[src/rtl/sar_conversion_controller_pkg.sv]
// Shared types and width helpers for the SAR conversion controller.
package sar_pkg;

   typedef enum logic [1:0] {
      IDLE   = 2'd0,
      SETTLE = 2'd1,
      DECIDE = 2'd2
   } sar_state_e;

   // Settle counter holds 0 .. SETTLE_CYCLES-1; never narrower than one bit.
   function automatic int unsigned settle_cnt_width(input int unsigned settle_cycles);
      return (settle_cycles > 1) ? $clog2(settle_cycles) : 1;
   endfunction

   function automatic int unsigned bit_idx_width(input int unsigned n_bits);
      return (n_bits > 1) ? $clog2(n_bits) : 1;
   endfunction

endpackage

[src/rtl/sar_conversion_controller_if.sv]
// Handshake, comparator and result signals of the SAR conversion controller.
interface sar_conversion_controller_if #(
   parameter int unsigned N_BITS = 8
);
   logic              start;
   logic              abort;
   logic              cmp_in;
   logic              cmp_strobe;
   logic [N_BITS-1:0] dac_code;
   logic              busy;
   logic              done;
   logic [N_BITS-1:0] result;
   logic              result_valid;

   modport master (
      output start, abort, cmp_in,
      input  cmp_strobe, dac_code, busy, done, result, result_valid
   );

   modport slave (
      input  start, abort, cmp_in,
      output cmp_strobe, dac_code, busy, done, result, result_valid
   );
endinterface

[src/rtl/sar_conversion_controller_settle_timer.sv]
// Loadable down-counter that paces the DAC settle interval before each decision.
module sar_settle_timer #(
   parameter int unsigned CNT_W = 1
) (
   input  logic             clk,
   input  logic             rst_n,
   input  logic             load,
   input  logic             en,
   input  logic [CNT_W-1:0] load_val,
   output logic             zero
);
   logic [CNT_W-1:0] cnt_q, cnt_d;

   always_comb begin
      cnt_d = cnt_q;
      if (load) begin
         cnt_d = load_val;
      end else if (en && (cnt_q != '0)) begin
         cnt_d = cnt_q - CNT_W'(1);
      end
   end

   always_ff @(posedge clk or negedge rst_n) begin
      if (!rst_n) begin
         cnt_q <= '0;
      end else begin
         cnt_q <= cnt_d;
      end
   end

   assign zero = (cnt_q == '0);
endmodule

[src/rtl/sar_conversion_controller.sv]
// Successive-approximation sequencer: binary-searches the comparator one bit per step.
module sar_conversion_controller
   import sar_pkg::*;
#(
   parameter int unsigned N_BITS        = 8,
   parameter int unsigned SETTLE_CYCLES = 2
) (
   input  logic                         clk,
   input  logic                         reset,
   sar_conversion_controller_if.slave   bus
);
   localparam int unsigned CNT_W = settle_cnt_width(SETTLE_CYCLES);
   localparam int unsigned IDX_W = bit_idx_width(N_BITS);

   sar_state_e        state_q, state_d;
   logic [IDX_W-1:0]  idx_q, idx_d;
   logic [N_BITS-1:0] dac_q, dac_d;
   logic [N_BITS-1:0] result_q, result_d;
   logic              busy_q, busy_d;
   logic              done_q, done_d;
   logic              strobe_q, strobe_d;
   logic              valid_q, valid_d;

   logic              tmr_load;
   logic              tmr_zero;
   logic [N_BITS-1:0] decide_code;

   sar_settle_timer #(
      .CNT_W (CNT_W)
   ) u_settle_timer (
      .clk      (clk),
      .rst_n    (reset),
      .load     (tmr_load),
      .en       (state_q == SETTLE),
      .load_val (CNT_W'(SETTLE_CYCLES - 1)),
      .zero     (tmr_zero)
   );

   always_comb begin
      state_d     = state_q;
      idx_d       = idx_q;
      dac_d       = dac_q;
      result_d    = result_q;
      busy_d      = busy_q;
      valid_d     = valid_q;
      done_d      = 1'b0;
      strobe_d    = 1'b0;
      tmr_load    = 1'b0;
      // Trial bit already set; the comparator decides whether it stays.
      decide_code         = dac_q;
      decide_code[idx_q]  = bus.cmp_in;

      if (bus.abort && (state_q != IDLE)) begin
         state_d = IDLE;
         dac_d   = '0;
         busy_d  = 1'b0;
         valid_d = 1'b0;
      end else begin
         case (state_q)
            IDLE: begin
               if (bus.start && !bus.abort) begin
                  dac_d             = '0;
                  dac_d[N_BITS-1]   = 1'b1;
                  idx_d             = IDX_W'(N_BITS - 1);
                  tmr_load          = 1'b1;
                  busy_d            = 1'b1;
                  valid_d           = 1'b0;
                  state_d           = SETTLE;
               end
            end
            SETTLE: begin
               if (tmr_zero) begin
                  strobe_d = 1'b1;
                  state_d  = DECIDE;
               end
            end
            DECIDE: begin
               if (idx_q != '0) begin
                  dac_d                      = decide_code;
                  dac_d[idx_q - IDX_W'(1)]   = 1'b1;
                  idx_d                      = idx_q - IDX_W'(1);
                  tmr_load                   = 1'b1;
                  state_d                    = SETTLE;
               end else begin
                  dac_d    = decide_code;
                  result_d = decide_code;
                  done_d   = 1'b1;
                  valid_d  = 1'b1;
                  busy_d   = 1'b0;
                  state_d  = IDLE;
               end
            end
            default: begin
               state_d = IDLE;
            end
         endcase
      end
   end

   always_ff @(posedge clk or negedge reset) begin
      if (!reset) begin
         state_q  <= IDLE;
         idx_q    <= '0;
         dac_q    <= '0;
         result_q <= '0;
         busy_q   <= 1'b0;
         done_q   <= 1'b0;
         strobe_q <= 1'b0;
         valid_q  <= 1'b0;
      end else begin
         state_q  <= state_d;
         idx_q    <= idx_d;
         dac_q    <= dac_d;
         result_q <= result_d;
         busy_q   <= busy_d;
         done_q   <= done_d;
         strobe_q <= strobe_d;
         valid_q  <= valid_d;
      end
   end

   assign bus.dac_code     = dac_q;
   assign bus.result       = result_q;
   assign bus.busy         = busy_q;
   assign bus.done         = done_q;
   assign bus.cmp_strobe   = strobe_q;
   assign bus.result_valid = valid_q;
endmodule

[src/flat_wrapper.sv]
// flat-port wrapper written by rule: the top's interface ports become plain ports
module sar_conversion_controller_flat import sar_pkg::*;
#(
   parameter int unsigned N_BITS        = 8,
   parameter int unsigned SETTLE_CYCLES = 2
)
  (clk, reset, bus_start, bus_abort, bus_cmp_in, bus_cmp_strobe, bus_dac_code, bus_busy, bus_done, bus_result, bus_result_valid);
  sar_conversion_controller_if #(.N_BITS(N_BITS)) bus_i ();
  input  logic clk;
  input  logic reset;
  input wire logic [$bits(bus_i.start)-1:0] bus_start;
  input wire logic [$bits(bus_i.abort)-1:0] bus_abort;
  input wire logic [$bits(bus_i.cmp_in)-1:0] bus_cmp_in;
  output wire logic [$bits(bus_i.cmp_strobe)-1:0] bus_cmp_strobe;
  output wire logic [$bits(bus_i.dac_code)-1:0] bus_dac_code;
  output wire logic [$bits(bus_i.busy)-1:0] bus_busy;
  output wire logic [$bits(bus_i.done)-1:0] bus_done;
  output wire logic [$bits(bus_i.result)-1:0] bus_result;
  output wire logic [$bits(bus_i.result_valid)-1:0] bus_result_valid;
  assign bus_i.start = bus_start;
  assign bus_i.abort = bus_abort;
  assign bus_i.cmp_in = bus_cmp_in;
  assign bus_cmp_strobe = bus_i.cmp_strobe;
  assign bus_dac_code = bus_i.dac_code;
  assign bus_busy = bus_i.busy;
  assign bus_done = bus_i.done;
  assign bus_result = bus_i.result;
  assign bus_result_valid = bus_i.result_valid;
  sar_conversion_controller #(.N_BITS(N_BITS), .SETTLE_CYCLES(SETTLE_CYCLES)) u_core (.clk(clk), .reset(reset), .bus(bus_i));
endmodule
[config.mk]
export PLATFORM = sky130hd
export DESIGN_NAME = sar_conversion_controller_flat
export DESIGN_NICKNAME = d
export VERILOG_FILES = /design/src/rtl/sar_conversion_controller_pkg.sv /design/src/rtl/sar_conversion_controller_if.sv /design/src/rtl/sar_conversion_controller_settle_timer.sv /design/src/rtl/sar_conversion_controller.sv /design/src/flat_wrapper.sv
export SDC_FILE = /design/constraint.sdc
export NUM_CORES = 1
export LEC_CHECK = 0
export CELL_PAD_IN_SITES_DETAIL_PLACEMENT = 2
export CELL_PAD_IN_SITES_GLOBAL_PLACEMENT = 2
export CORE_MARGIN = 4
export CORE_UTILIZATION = 29
export DETAILED_ROUTE_END_ITERATION = 12
export GPL_ROUTABILITY_DRIVEN = 0
export GPL_TIMING_DRIVEN = 1
export PLACE_DENSITY_LB_ADDON = 0.1
export SYNTH_ARGS = -nofsm -noshare
export SYNTH_HDL_FRONTEND = slang
export SYNTH_SLANG_ARGS = --single-unit
[constraint.sdc]
create_clock -name clk -period 1.9 [get_ports clk]
set_input_delay 0.38 -clock clk [delete_from_list [all_inputs] [get_ports clk]]
set_output_delay 0.38 -clock clk [all_outputs]
set_load 0.02 [all_outputs]
## Word level (Yosys, flattened, before mapping)

Cells that the tools add are included.

- $add $sub $neg: 2
- Magnitude comparators: 4
- Equality and inequality tests: 7
- Muxes and demuxes: 37
- Bitwise operators: 3
- Reductions and logical operators: 17

Operator list:

| kind | count |
|---|---|
| $mux W8 | 3 |
| $mux W1 | 20 |
| $pmux W8 S2 | 1 |
| $bwmux W8 | 1 |
| $lt A3 B4 Y1 const B | 2 |
| $or A8 B8 Y8 | 1 |
| $demux W1 S3 | 2 |
| $ge A3 B1 Y1 const B | 2 |
| $mux W2 | 3 |
| $mux W3 | 2 |
| $ne A3 B2 Y1 const B | 2 |
| $pmux W1 S2 | 3 |
| $pmux W2 S3 | 1 |
| $pmux W3 S2 | 1 |
| $reduce_and A3 Y1 | 2 |
| $reduce_bool A2 Y1 | 3 |
| $reduce_bool A3 Y1 | 2 |
| $logic_and A1 B1 Y1 | 5 |
| $ne A2 B1 Y1 const B | 2 |
| $reduce_and A2 Y1 | 2 |
| $reduce_and A4 Y1 | 1 |
| $ne A3 B1 Y1 const B | 1 |
| $sub A3 B1 Y3 const B | 1 |
| $eq A2 B1 Y1 const B | 1 |
| 5 further kinds | 6 |

- Register bits: 26
- Input port bits: 5
- Output and inout port bits: 20

## Depth between registers and ports, before layout

Gate-level depths: netlist (run 1).

- Depth after elaboration: 9
- Mapped depth: 8
- Mapped depth without buffers: 6

## Modules after synthesis

From an unflattened synthesis (run 1), not the netlist that was laid out.

- Cells, all modules: 128
- Area total of the unflattened synthesis: 1373.8 µm²

By module, submodules not included:

| module | instances | cells each | area an instance (µm²) | seq. area each (µm²) |
|---|---|---|---|---|
| sar_conversion_controller | 1 | 124 | 1328.8 | 625.6 |
| sar_settle_timer | 1 | 4 | 45.0 | 25.0 |

## Least setup slack after synthesis (run 1)

No wires, ideal clock.

- Path type: flip-flop to flip-flop
- From: reg u_core.idx_q[0]
- To: reg u_core.idx_q[2]
- Data arrival time: 1.724 ns
- Data required time: 1.819 ns
- Path slack: 0.095 ns
- Cell stages (with the launch flop): 8
- Buffers on the path: 1
- Clock period less this slack: 1.805 ns
- Cells stage by stage: dfrtp_1 > buf_2 > inv_1 > ha_1 > nor2b_1 > a2111oi_4 > a21oi_2 > a31oi_2

- Longest elaborated chain between the ends: 3
- Elaborated cells on any way between the ends: 6
- Those cells by class: add/sub (1); eq/ne (1); mux (2); reduce/logical (2)

Ends and longest elaborated chain:

| element | RTL line | text |
|---|---|---|
| start, declared | sar_conversion_controller.sv:16 | `logic [IDX_W-1:0] idx_q, idx_d;` |
| start signal, assigned | sar_conversion_controller.sv:112 | `idx_q <= idx_d;` |
| $sub A3 B1 Y3 or $reduce_bool A3 Y1 (tied branches) | sar_conversion_controller.sv:81, sar_conversion_controller.sv:78 |  |
| $mux W3 or $ne A2 B1 Y1 (tied branches) | n/a |  |
| $pmux W3 S2 or $reduce_and A4 Y1 (tied branches) | n/a |  |

Parallel ways exist; a longest one is shown, timed or not. The select of a mux whose other input is x is not followed.
A chain may end at the register's enable or synchronous reset.

## Final worst setup path (run 1)

- From: reg u_core.idx_q[0]
- To: reg u_core.dac_q[4] (netlist: u_core.bus.dac_code[4])

- Longest elaborated chain between the ends: 9
- Elaborated cells on any way between the ends: 17
- Those cells by class: add/sub (1); order compare (4); mux (8); bitwise (1); reduce/logical (3)

Ends and longest elaborated chain:

| element | RTL line | text |
|---|---|---|
| $sub A3 B1 Y3 (tied with other cells) | sar_conversion_controller.sv:80 | `dac_d[idx_q - IDX_W'(1)] = 1'b1;` |
| $lt A3 B4 Y1 (implied by the code) (tied with other cells) | sar_conversion_controller.sv:80 |  |
| $logic_and A1 B1 Y1 (implied by the code) or $mux W1 (tied branches) | sar_conversion_controller.sv:80, sar_conversion_controller.sv:51 |  |
| $mux W1 (implied by the code) or $demux W1 S3 (tied branches) | n/a |  |
| $demux W1 S3 or $bwmux W8 (tied branches) | n/a |  |
| $or A8 B8 Y8 (no source line) | n/a |  |
| $mux W8 * | sar_conversion_controller.sv:78 | `if (idx_q != '0) begin` |
| $pmux W8 S2 * | sar_conversion_controller.sv:59 | `case (state_q)` |
| $mux W8 * | sar_conversion_controller.sv:53 | `if (bus.abort && (state_q != IDLE)) begin` |
| end signal, assigned | sar_conversion_controller.sv:104 | `dac_q <= '0;` |
| end signal, assigned | sar_conversion_controller.sv:113 | `dac_q <= dac_d;` |
| end, declared | sar_conversion_controller.sv:17 | `logic [N_BITS-1:0] dac_q, dac_d;` |

Every way passes the cells marked *; elsewhere a longest branch is shown, timed or not.

==> reports/metrics.cfg, run 1 <==
[die]
die_area_um2=5800
coreArea_um2=4410
rows=24
dieWidth_um=76.2
num_io_pins=25
initial_utilization=0.305
fp.dieH_um=76.2

[cts]
clk_latency_ns=0.27
clockBufferDepth=2
cts_tree=done
cts_root_buf=clkbuf_8
cts_hold_buffers=0
clk_pin_slew_ns=0.09
cts.htree.levels=1
clock-sinks=26
cts_setup_buffers=0
cts_buffers=3

[power]
vdd_drop_max_mv=0.228
power_density_nw_per_um2=721
p_leak_nw=0.735
clkPwrFrac=0.255
p_sw_frac=0.306
combPwrFrac=0.238
switching_power_mw=0.382
power.internal_mw=0.865
pwr-share-seq=0.506

[setup_path]
regToRegSetupSlack_ns=0.12
cp_data_arrival_time_ns=1.99
crit_type=reg2reg
cp.required_ns=2.11
r2r_start=u_core.idx_q[0]
worst-path-max-fanout=7
r2r-end=u_core.bus.dac_code[4]
cp-start-kind=flip-flop
rr_worst_depth=6
critPathCaptureType=flip-flop

[detailed_routing]
dr.pass1.iters=4
vias_per_cell=5.17
via_count=1075
drtAntennaViolNets=0
routedWlPerCell_um=17.3
drtIter0Drc=21
drt_wl_total_um=3610
drc=0

[layout]
seqCellArea_um2=651
multiInputGateArea_um2=642
drive_gt1_frac=0.160
nets=165
syn_to_final_growth_pct=28.3
antenna_cells=0
fin_util=0.392
fill_cells=472

[global_routing]
grt_start_max_net_pins=27
grt_pass1_vias=1207
antenna_found_initial=0
grt-ovfl-total=0
track_usage=0.132
grt_pass1_wl_um=6260

[synth]
yosys_register_bits=26
syn_avg_cell_area_um2=10.5
yosysMostFrequentCell=dfrtp_1
netlist.area_leader.share=0.483
synth_area_um2=1350
syn_nets=135
synth_edf_count=0
async_reset_ff_frac=1.00
ys_seq_area_frac=0.483
synth_warnings=0
synth_area_leader_cell=dfrtp_1
synth_commonest_cells=dfrtp_1 (26), o21ai_0 (12), nand2_1 (11)
yosysUniqueCellTypes=35
synth_ff_type=dfrtp_1
netlist_instances=128
synth_area_leaders=dfrtp_1 (48%), mux2i_1 (5.9%), a22o_1 (5.2%)

[timing]
tns_ns=0
setup-violations-final=0
fin_skew_ns=0.00709
relSlewSlack=0.680
worst_pin_slew_ns=0.479
finalWorstSetupSlack_ns=0.122
report.final.slew_viol_count=0
rsz0062_at_grt=no
timing.fmax_mhz=562
fin_crit_sh=0.936
finalHoldViolCount=0
min_period_ns=1.78

[hold_path]
min_path_type=in2async

[status]
outcome=complete, no violations

[flow_run]
cap_violations=0

[placed_design]
dp_slack_ns=0.0258
io_buffer_count=24
place.detailed.hpwl_um=2750

==> worst max-delay path by stage <==
| stage | start | endpoint | slack (ns) | depth (start not counted) |
|---|---|---|---|---|
| final | u_core.idx_q[0] | u_core.bus.dac_code[4] | 0.12 | 6 |
| after detailed placement | bus_abort | u_core.idx_q[1] | 0.03 | 5 |
| after CTS | u_core.idx_q[0] | u_core.idx_q[1] | 0.04 | 6 |
| after global placement | bus_abort | u_core.idx_q[2] | 0.09 | 5 |
| after global routing | u_core.idx_q[0] | u_core.bus.dac_code[4] | 0.003 | 6 |
| after floorplan | u_core.idx_q[0] | u_core.idx_q[2] | 0.09 | 7 |
==> worst max-delay path, stage by stage (launching register included) <==
cell,delay (ns)
dfrtp_1,0.40
inv_1,0.15
ha_1,0.34
nand2b_1,0.12
mux2_2,0.31
o21ai_0,0.23
a22o_1,0.17
==> placed cells by master, fill, tap and decap left out, types with 2 or more instances in the layout <==
cell	Yosys	final
dfrtp_1	26	26
clkdlybuf4s50_1	0	24
o21ai_0	12	12
nand2_1	11	11
buf_4	1	10
mux2i_1	8	8
a22o_1	8	8
nor2_1	7	7
nor3_1	5	5
inv_1	4	4
nand2b_1	4	4
nor2b_1	3	3
nor3b_1	3	3
nand3b_1	3	3
clkbuf_8	0	3
a21oi_2	1	2
o31ai_1	2	2
a21o_2	2	2
nand3_1	2	2
o21ai_1	2	2
a31oi_1	2	2
==> routing by layer <==
layer / up-vias / GRT usage / share of wire
li1: 514 / - / -
met1: 539 / 0.183 / 0.49
met2: 17 / 0.210 / 0.47
met3: 5 / 0.0284 / 0.033
met4: 0 / 0.0315 / 0.0094
met5: - / 0 / 0
==> power groups by stage <==
stage               sequential, mW  clock [mW]  combinational, mW
floorplan                    0.647           0              0.166
global placement             0.639           0              0.295
detailed placement           0.643           0              0.304
CTS                          0.631       0.323              0.305
global route                 0.638       0.357              0.333
finish                       0.631       0.319              0.297
==> through the flow <==
stage	std cells	power [mW]	hold WS, ns	area (um^2)
final	208	1.25	0.466	1730
after CTS	208	1.26	0.491	1720
after global placement	205	0.934	0.466	1680
after global routing	208	1.33	0.498	1730
after detailed placement	205	0.946	0.480	1680
after floorplan	128	0.813	0.0844	1350
==> sequential cells by signal (all words and copies together) (netlist names) <==
signal	count
u_core.bus.result	8
u_core.bus.busy	1
u_core.state_q	2
u_core.u_settle_timer.cnt_q	1
u_core.bus.result_valid	1
u_core.bus.done	1
u_core.idx_q	3
u_core.bus.cmp_strobe	1
u_core.bus.dac_code	8
==> timing repair <==
item | CTS | global route
resized for setup | 0 | 2
setup endpoints to repair | 0 | 5
endpoints found under the hold margin | 0 | 0
==> kinds of logic after synthesis <==
| kind of cell | Yosys count | share of synthesized area |
|---|---|---|
| fa+ha+maj | 2 | 0.0186 |
| simple gates | 42 | 0.171 |
| flops | 26 | 0.483 |
| compound gates | 35 | 0.206 |
| buf+inv | 13 | 0.0455 |
| mux | 10 | 0.0761 |
==> area by class of cell <==
| class | instances | share of cell area |
|---|---|---|
| multi-input combinational | 89 | 0.371 |
| clock buffer | 3 | 0.0239 |
| timing repair buffer | 34 | 0.182 |
| tap | 52 | 0.0376 |
| sequential | 26 | 0.376 |
| inverter | 4 | 0.00868 |
No activity file was read; power rests on OpenSTA's default activity.
==> run 2, diff against run 1 <==
--- a/config.mk
+++ b/config.mk
@@ -13,6 +13,7 @@
 export GPL_ROUTABILITY_DRIVEN = 0
 export GPL_TIMING_DRIVEN = 1
 export PLACE_DENSITY_LB_ADDON = 0.1
+export RECOVER_POWER = 100
 export SYNTH_ARGS = -nofsm -noshare
 export SYNTH_HDL_FRONTEND = slang
 export SYNTH_SLANG_ARGS = --single-unit
==> reports/metrics.cfg, run 2 (same netlist as run 1, synthesis figures left out) <==
[detailed_routing]
routedWlPerCell_um=17.4  ; was 17.3 um
vias_per_cell=5.26  ; was 5.17
drtIter0Drc=29  ; was 21
dr.pass1.iters=4  ; unchanged
drtAntennaViolNets=0  ; unchanged
via_count=1094  ; was 1075
drt_wl_total_um=3620  ; was 3610 um
drc=0  ; unchanged

[timing]
min_period_ns=1.80  ; was 1.78 ns
whs_ns=0.485  ; was 0.466 ns
setup-violations-final=0  ; unchanged
finalHoldViolCount=0  ; unchanged
fin_crit_sh=0.948  ; was 0.936
relSlewSlack=0.560  ; was 0.680
fin_skew_ns=0.00831  ; was 0.00709 ns
report.final.slew_viol_count=0  ; unchanged
worst_pin_slew_ns=0.659  ; was 0.479 ns
tns_ns=0  ; unchanged
finalWorstSetupSlack_ns=0.0991  ; was 0.122 ns
rsz0062_at_grt=no  ; unchanged
timing.fmax_mhz=555  ; was 562 MHz

[power]
pwr-share-seq=0.509  ; was 0.506
p_leak_nw=0.795  ; was 0.735 nW
p_sw_frac=0.309  ; was 0.306
power.internal_mw=0.856  ; was 0.865 mW
switching_power_mw=0.383  ; was 0.382 mW
combPwrFrac=0.233  ; was 0.238
power_density_nw_per_um2=721  ; about the same
clkPwrFrac=0.259  ; was 0.255
vdd_drop_max_mv=0.227  ; was 0.228 mV

[global_routing]
grt_pass1_wl_um=6260  ; unchanged
track_usage=0.132  ; unchanged
antenna_found_initial=0  ; unchanged
grt-ovfl-total=0  ; unchanged
grt_pass1_vias=1207  ; unchanged
grt_start_max_net_pins=27  ; unchanged

[setup_path]
cp_num_buf_inv=1  ; unchanged
worstSetupPathDepth=6  ; unchanged
cp-start-kind=flip-flop  ; unchanged
cp_top_family=compound AO/OA/AOI/OAI gates  ; was flip-flops
cp_data_arrival_time_ns=2.01  ; was 1.99 ns
crit_type=reg2reg  ; unchanged
worst-path-max-fanout=7  ; unchanged
slowest_delay_ns=0.39  ; was 0.40 ns
cp_slowest_cell=dfrtp_1  ; unchanged
cp.required_ns=2.11  ; about the same
crit_chain=inv_1 > ha_1 > nand2b_1 > mux2_2 > o21ai_0 > a22o_1  ; unchanged
critPathCaptureType=flip-flop  ; unchanged
rr_worst_depth=6  ; unchanged

[die]
fp.dieH_um=76.2  ; unchanged
num_io_pins=25  ; unchanged
dieWidth_um=76.2  ; unchanged
rows=24  ; unchanged
die_area_um2=5800  ; unchanged
coreArea_um2=4410  ; unchanged
initial_utilization=0.305  ; unchanged

[placed_design]
io_buffer_count=24  ; unchanged
place_area_um2=1680  ; unchanged
place.detailed.hpwl_um=2750  ; unchanged
dp_slack_ns=0.0258  ; unchanged

[cts]
clk_latency_ns=0.27  ; about the same
cts.htree.levels=1  ; unchanged
clock-sinks=26  ; unchanged
clk_pin_slew_ns=0.10  ; was 0.09 ns
postCtsResizedCells=0  ; unchanged
cts_tree=done  ; unchanged
clockBufferDepth=2  ; unchanged
cts_setup_buffers=0  ; unchanged
cts_hold_buffers=0  ; unchanged
cts_buffers=3  ; unchanged
cts_root_buf=clkbuf_8  ; unchanged

[status]
outcome=complete, no violations  ; unchanged

[layout]
nets=165  ; unchanged
drive_gt1_frac=0.147  ; was 0.160
syn_to_final_growth_pct=27.4  ; was 28.3%
antenna_cells=0  ; unchanged
final_common_cell=dfrtp_1  ; unchanged
fin_util=0.389  ; was 0.392
final_cell_mix=dfrtp_1 (26), dlygate4sd3_1 (22), o21ai_0 (14)  ; was dfrtp_1 (26), clkdlybuf4s50_1 (24), o21ai_0 (12)
finalInstanceArea_um2=1720  ; was 1730 um^2

[hold_path]
min_path_type=reg2reg  ; was in2async
hold_depth=2

[flow_run]
cap_violations=0  ; unchanged

-- run 2: cell types whose count changed in the layout (fill, tap and decap cells not counted) --
cell | previous run | this run
o21ai_0 | 12 | 14
a21oi_2 | 2 | 1
clkbuf_2 | 0 | 2
dlygate4sd3_1 | 0 | 22
clkdlybuf4s50_1 | 24 | 2
o21ai_1 | 2 | 0
clkbuf_1 | 0 | 1
buf_4 | 10 | 7
a21oi_1 | 0 | 1
-- run 2: through the flow --
step | total power [mW] | instances
after CTS | 1.26 | 208
after global placement | 0.934 | 205
after detailed placement | 0.946 | 205
after global routing | 1.32 | 208
final | 1.24 | 208
after floorplan | 0.813 | 128
-- run 2: power groups by stage --
stage               Combinational [mW]  Clock (mW)  Sequential (mW)
floorplan                        0.166           0            0.647
global placement                 0.295           0            0.639
detailed placement               0.304           0            0.643
CTS                              0.305       0.323            0.631
global route                     0.323       0.357            0.637
finish                           0.288       0.320            0.630
-- run 2: final timing paths --
path,slack (ns),endpoint,startpoint
max reg2reg,0.1,u_core.bus.dac_code[4],u_core.idx_q[0]
max,0.1,u_core.bus.dac_code[4],u_core.idx_q[0]
min reg2reg,0.49,u_core.bus.result[3],u_core.bus.result[3]
max in group asynchronous,0.81,u_core.bus.dac_code[2],reset
min in group asynchronous,0.65,u_core.bus.dac_code[7],reset
min,0.49,u_core.bus.result[3],u_core.bus.result[3]
-- run 2: worst register-to-register path, delay by kind of cell, from the launching register on --
family                   cells  cell delay [ns]
AO/OA/AOI/OAI                2             0.40
flip-flops                   1             0.39
adder cells (fa/ha/maj)      1             0.36
multiplexers                 1             0.31
buffers and inverters        1             0.15
AND/OR/NAND/NOR              1             0.13
-- run 2: per-layer routing --
metal | up-vias | share of wire | track usage
met5 | - | 0 | 0
met4 | 0 | 0.010 | 0.0315
met3 | 7 | 0.034 | 0.0284
met2 | 23 | 0.47 | 0.210
met1 | 550 | 0.49 | 0.183
li1 | 514 | - | -
-- run 2: layout make-up --
type | instances | area (um^2)
clock buffers | 3 | 41.3
fillers | 477 | 2700
inverters | 4 | 15.0
multi-input cells | 89 | 638
flip-flops and latches | 26 | 651
well taps | 52 | 65.1
repair buffers | 34 | 307
==> run 3, diff against run 2 <==
--- a/config.mk
+++ b/config.mk
@@ -14,6 +14,7 @@
 export GPL_TIMING_DRIVEN = 1
 export PLACE_DENSITY_LB_ADDON = 0.1
 export RECOVER_POWER = 100
+export REMOVE_ABC_BUFFERS = 1
 export SYNTH_ARGS = -nofsm -noshare
 export SYNTH_HDL_FRONTEND = slang
 export SYNTH_SLANG_ARGS = --single-unit
==> reports/metrics.cfg, run 3 (same netlist as run 1, synthesis figures left out) <==
[die]
rows=24  ; unchanged
dieWidth_um=76.2  ; unchanged
num_io_pins=25  ; unchanged
coreArea_um2=4410  ; unchanged
fp.dieH_um=76.2  ; unchanged
die_area_um2=5800  ; unchanged
initial_utilization=0.305  ; unchanged

[layout]
final_cell_mix=dfrtp_1 (26), dlygate4sd3_1 (22), o21ai_0 (12)  ; was dfrtp_1 (26), dlygate4sd3_1 (22), o21ai_0 (14)
drive_gt1_frac=0.171  ; was 0.147
final_common_cell=dfrtp_1  ; unchanged
fin_util=0.396  ; was 0.389
antenna_cells=0  ; unchanged
fill_cells=488  ; was 477
nets=166  ; was 165
syn_to_final_growth_pct=29.6  ; was 27.4%

[hold_path]
hold_depth=2  ; unchanged
whs_endpoint=u_core.bus.result[4]  ; was u_core.bus.result[3]
min_path_type=reg2reg  ; unchanged
hold_start=u_core.bus.result[4]  ; was u_core.bus.result[3]

[cts]
cts.htree.levels=1  ; unchanged
cts_root_buf=clkbuf_8  ; unchanged
cts_buffers=3  ; unchanged
clk_latency_ns=0.27  ; about the same
clock-sinks=26  ; unchanged
clk_pin_slew_ns=0.10  ; about the same
clockBufferDepth=2  ; unchanged
cts_tree=done  ; unchanged

[global_routing]
track_usage=0.141  ; was 0.132
grt-ovfl-total=0  ; unchanged
grt_start_max_net_pins=27  ; unchanged
grt_pass1_vias=1264  ; was 1207
grt_pass1_wl_um=6630  ; was 6260 um
antenna_found_initial=0  ; unchanged

[power]
p_leak_nw=0.807  ; was 0.795 nW
power_mw=1.38  ; was 1.24 mW
vdd_drop_max_mv=0.327  ; was 0.227 mV
p_sw_frac=0.283  ; was 0.309
clkPwrFrac=0.337  ; was 0.259
power.internal_mw=0.991  ; was 0.856 mW
power_density_nw_per_um2=791  ; was 721 nW/um^2
pwr-share-seq=0.453  ; was 0.509
switching_power_mw=0.391  ; was 0.383 mW
combPwrFrac=0.210  ; was 0.233

[placed_design]
place.detailed.hpwl_um=2790  ; was 2750 um
io_buffer_count=24  ; unchanged

[timing]
worst_pin_slew_ns=0.645  ; was 0.659 ns
min_period_ns=1.76  ; was 1.80 ns
rsz0062_at_grt=no  ; unchanged
timing.fmax_mhz=567  ; was 555 MHz
finalHoldViolCount=0  ; unchanged
setup-violations-final=0  ; unchanged
relSlewSlack=0.570  ; was 0.560
fin_crit_sh=0.928  ; was 0.948
report.final.slew_viol_count=0  ; unchanged
fin_skew_ns=0.00433  ; was 0.00831 ns

[setup_path]
cp_data_arrival_time_ns=1.96  ; was 2.01 ns
cp.required_ns=2.09  ; was 2.11 ns
regToRegSetupSlack_ns=0.14  ; was 0.1 ns
worst-path-max-fanout=5  ; was 7
cp-start-kind=flip-flop  ; unchanged
crit_type=reg2reg  ; unchanged
r2r_start=u_core.idx_q[0]  ; unchanged
critPathCaptureType=flip-flop  ; unchanged
rr_worst_depth=6  ; unchanged
r2r-end=u_core.idx_q[2]  ; was u_core.bus.dac_code[4]

[detailed_routing]
routedWlPerCell_um=18.3  ; was 17.4 um
vias_per_cell=5.14  ; was 5.26
drt_wl_total_um=3840  ; was 3620 um
via_count=1079  ; was 1094
drtAntennaViolNets=0  ; unchanged
drc=0  ; unchanged
dr.pass1.iters=4  ; unchanged
drtIter0Drc=16  ; was 29

[flow_run]
cap_violations=0  ; unchanged

[status]
outcome=complete, no violations  ; unchanged

run 3: changes by cell type in the layout (fill, tap and decap cells not counted):
cell,previous run,this run
a21oi_2,1,2
ha_1,1,0
bufinv_16,0,1
o21ai_0,14,12
o21ai_1,0,2
o31ai_4,1,0
ha_2,1,2
a21oi_1,1,0
nor2b_2,0,1
o31ai_1,2,3
nor2b_1,3,2
clkbuf_2,2,3
run 3: worst max-delay path by stage:
stage               startpoint                endpoint  slack [ns]  cells past startpoint
2_1_floorplan  u_core.idx_q[0]         u_core.idx_q[2]        0.07                      6
3_3_place_gp         bus_abort  u_core.bus.dac_code[0]        0.08                      5
3_5_place_dp         bus_abort         u_core.idx_q[2]      -0.006                      5
4_1_cts        u_core.idx_q[0]    u_core.bus.result[3]        0.03                      7
5_1_grt        u_core.idx_q[0]         u_core.idx_q[2]        0.02                      6
6_report       u_core.idx_q[0]         u_core.idx_q[2]        0.14                      6
run 3: metal layers:
layer  GRT usage  up-vias  routed length (um)
met5           0        -                   0
met4      0.0367        0                  23
met3      0.0248        2                 103
met2       0.244       16                1890
met1       0.179      543                1820
li1            -      518                   -
run 3: layout make-up:
cell class | count | area [um^2] | area share
timing repair buffer | 35 | 312 | 0.178
tap | 52 | 65.1 | 0.0372
clock buffer | 3 | 41.3 | 0.0236
clock inverter | 1 | 30.0 | 0.0172
multi-input combinational | 89 | 633 | 0.362
inverter | 4 | 15.0 | 0.00860
sequential | 26 | 651 | 0.372
run 3: power by group through the flow:
stage          sequential, mW  combinational [mW]  clock, mW
4_1_cts                 0.631               0.310      0.486
5_1_grt                 0.635               0.324      0.508
6_report                0.626               0.290      0.466
3_5_place_dp            0.642               0.307          0
2_1_floorplan           0.667               0.132          0
3_3_place_gp            0.639               0.301          0
run 3: what timing repair did:
item,4_1_cts,5_1_grt
endpoints found under the setup margin,1,9
gates resized for setup,0,4
hold buffers,0,0
pin swaps,1,1
setup buffers,0,1
run 3: metrics by stage:
stage               cell area, um^2  hold WS [ns]  setup slack, ns  setup TNS (ns)  instances
floorplan                      1300        0.0844           0.0741               0        119
global placement               1680         0.470           0.0760               0        205
detailed placement             1680         0.481         -0.00603        -0.00603        205
CTS                            1750         0.486           0.0264               0        209
global route                   1750         0.535           0.0197               0        210
finish                         1750         0.494            0.137               0        210
run 3: worst max-delay path, stage by stage (launching register included):
cell and delay, ns:
dfrtp_1 0.36, inv_1 0.10, ha_2 0.23, nor2b_2 0.19, a2111oi_4 0.53, a21oi_2 0.11, a31oi_2 0.16
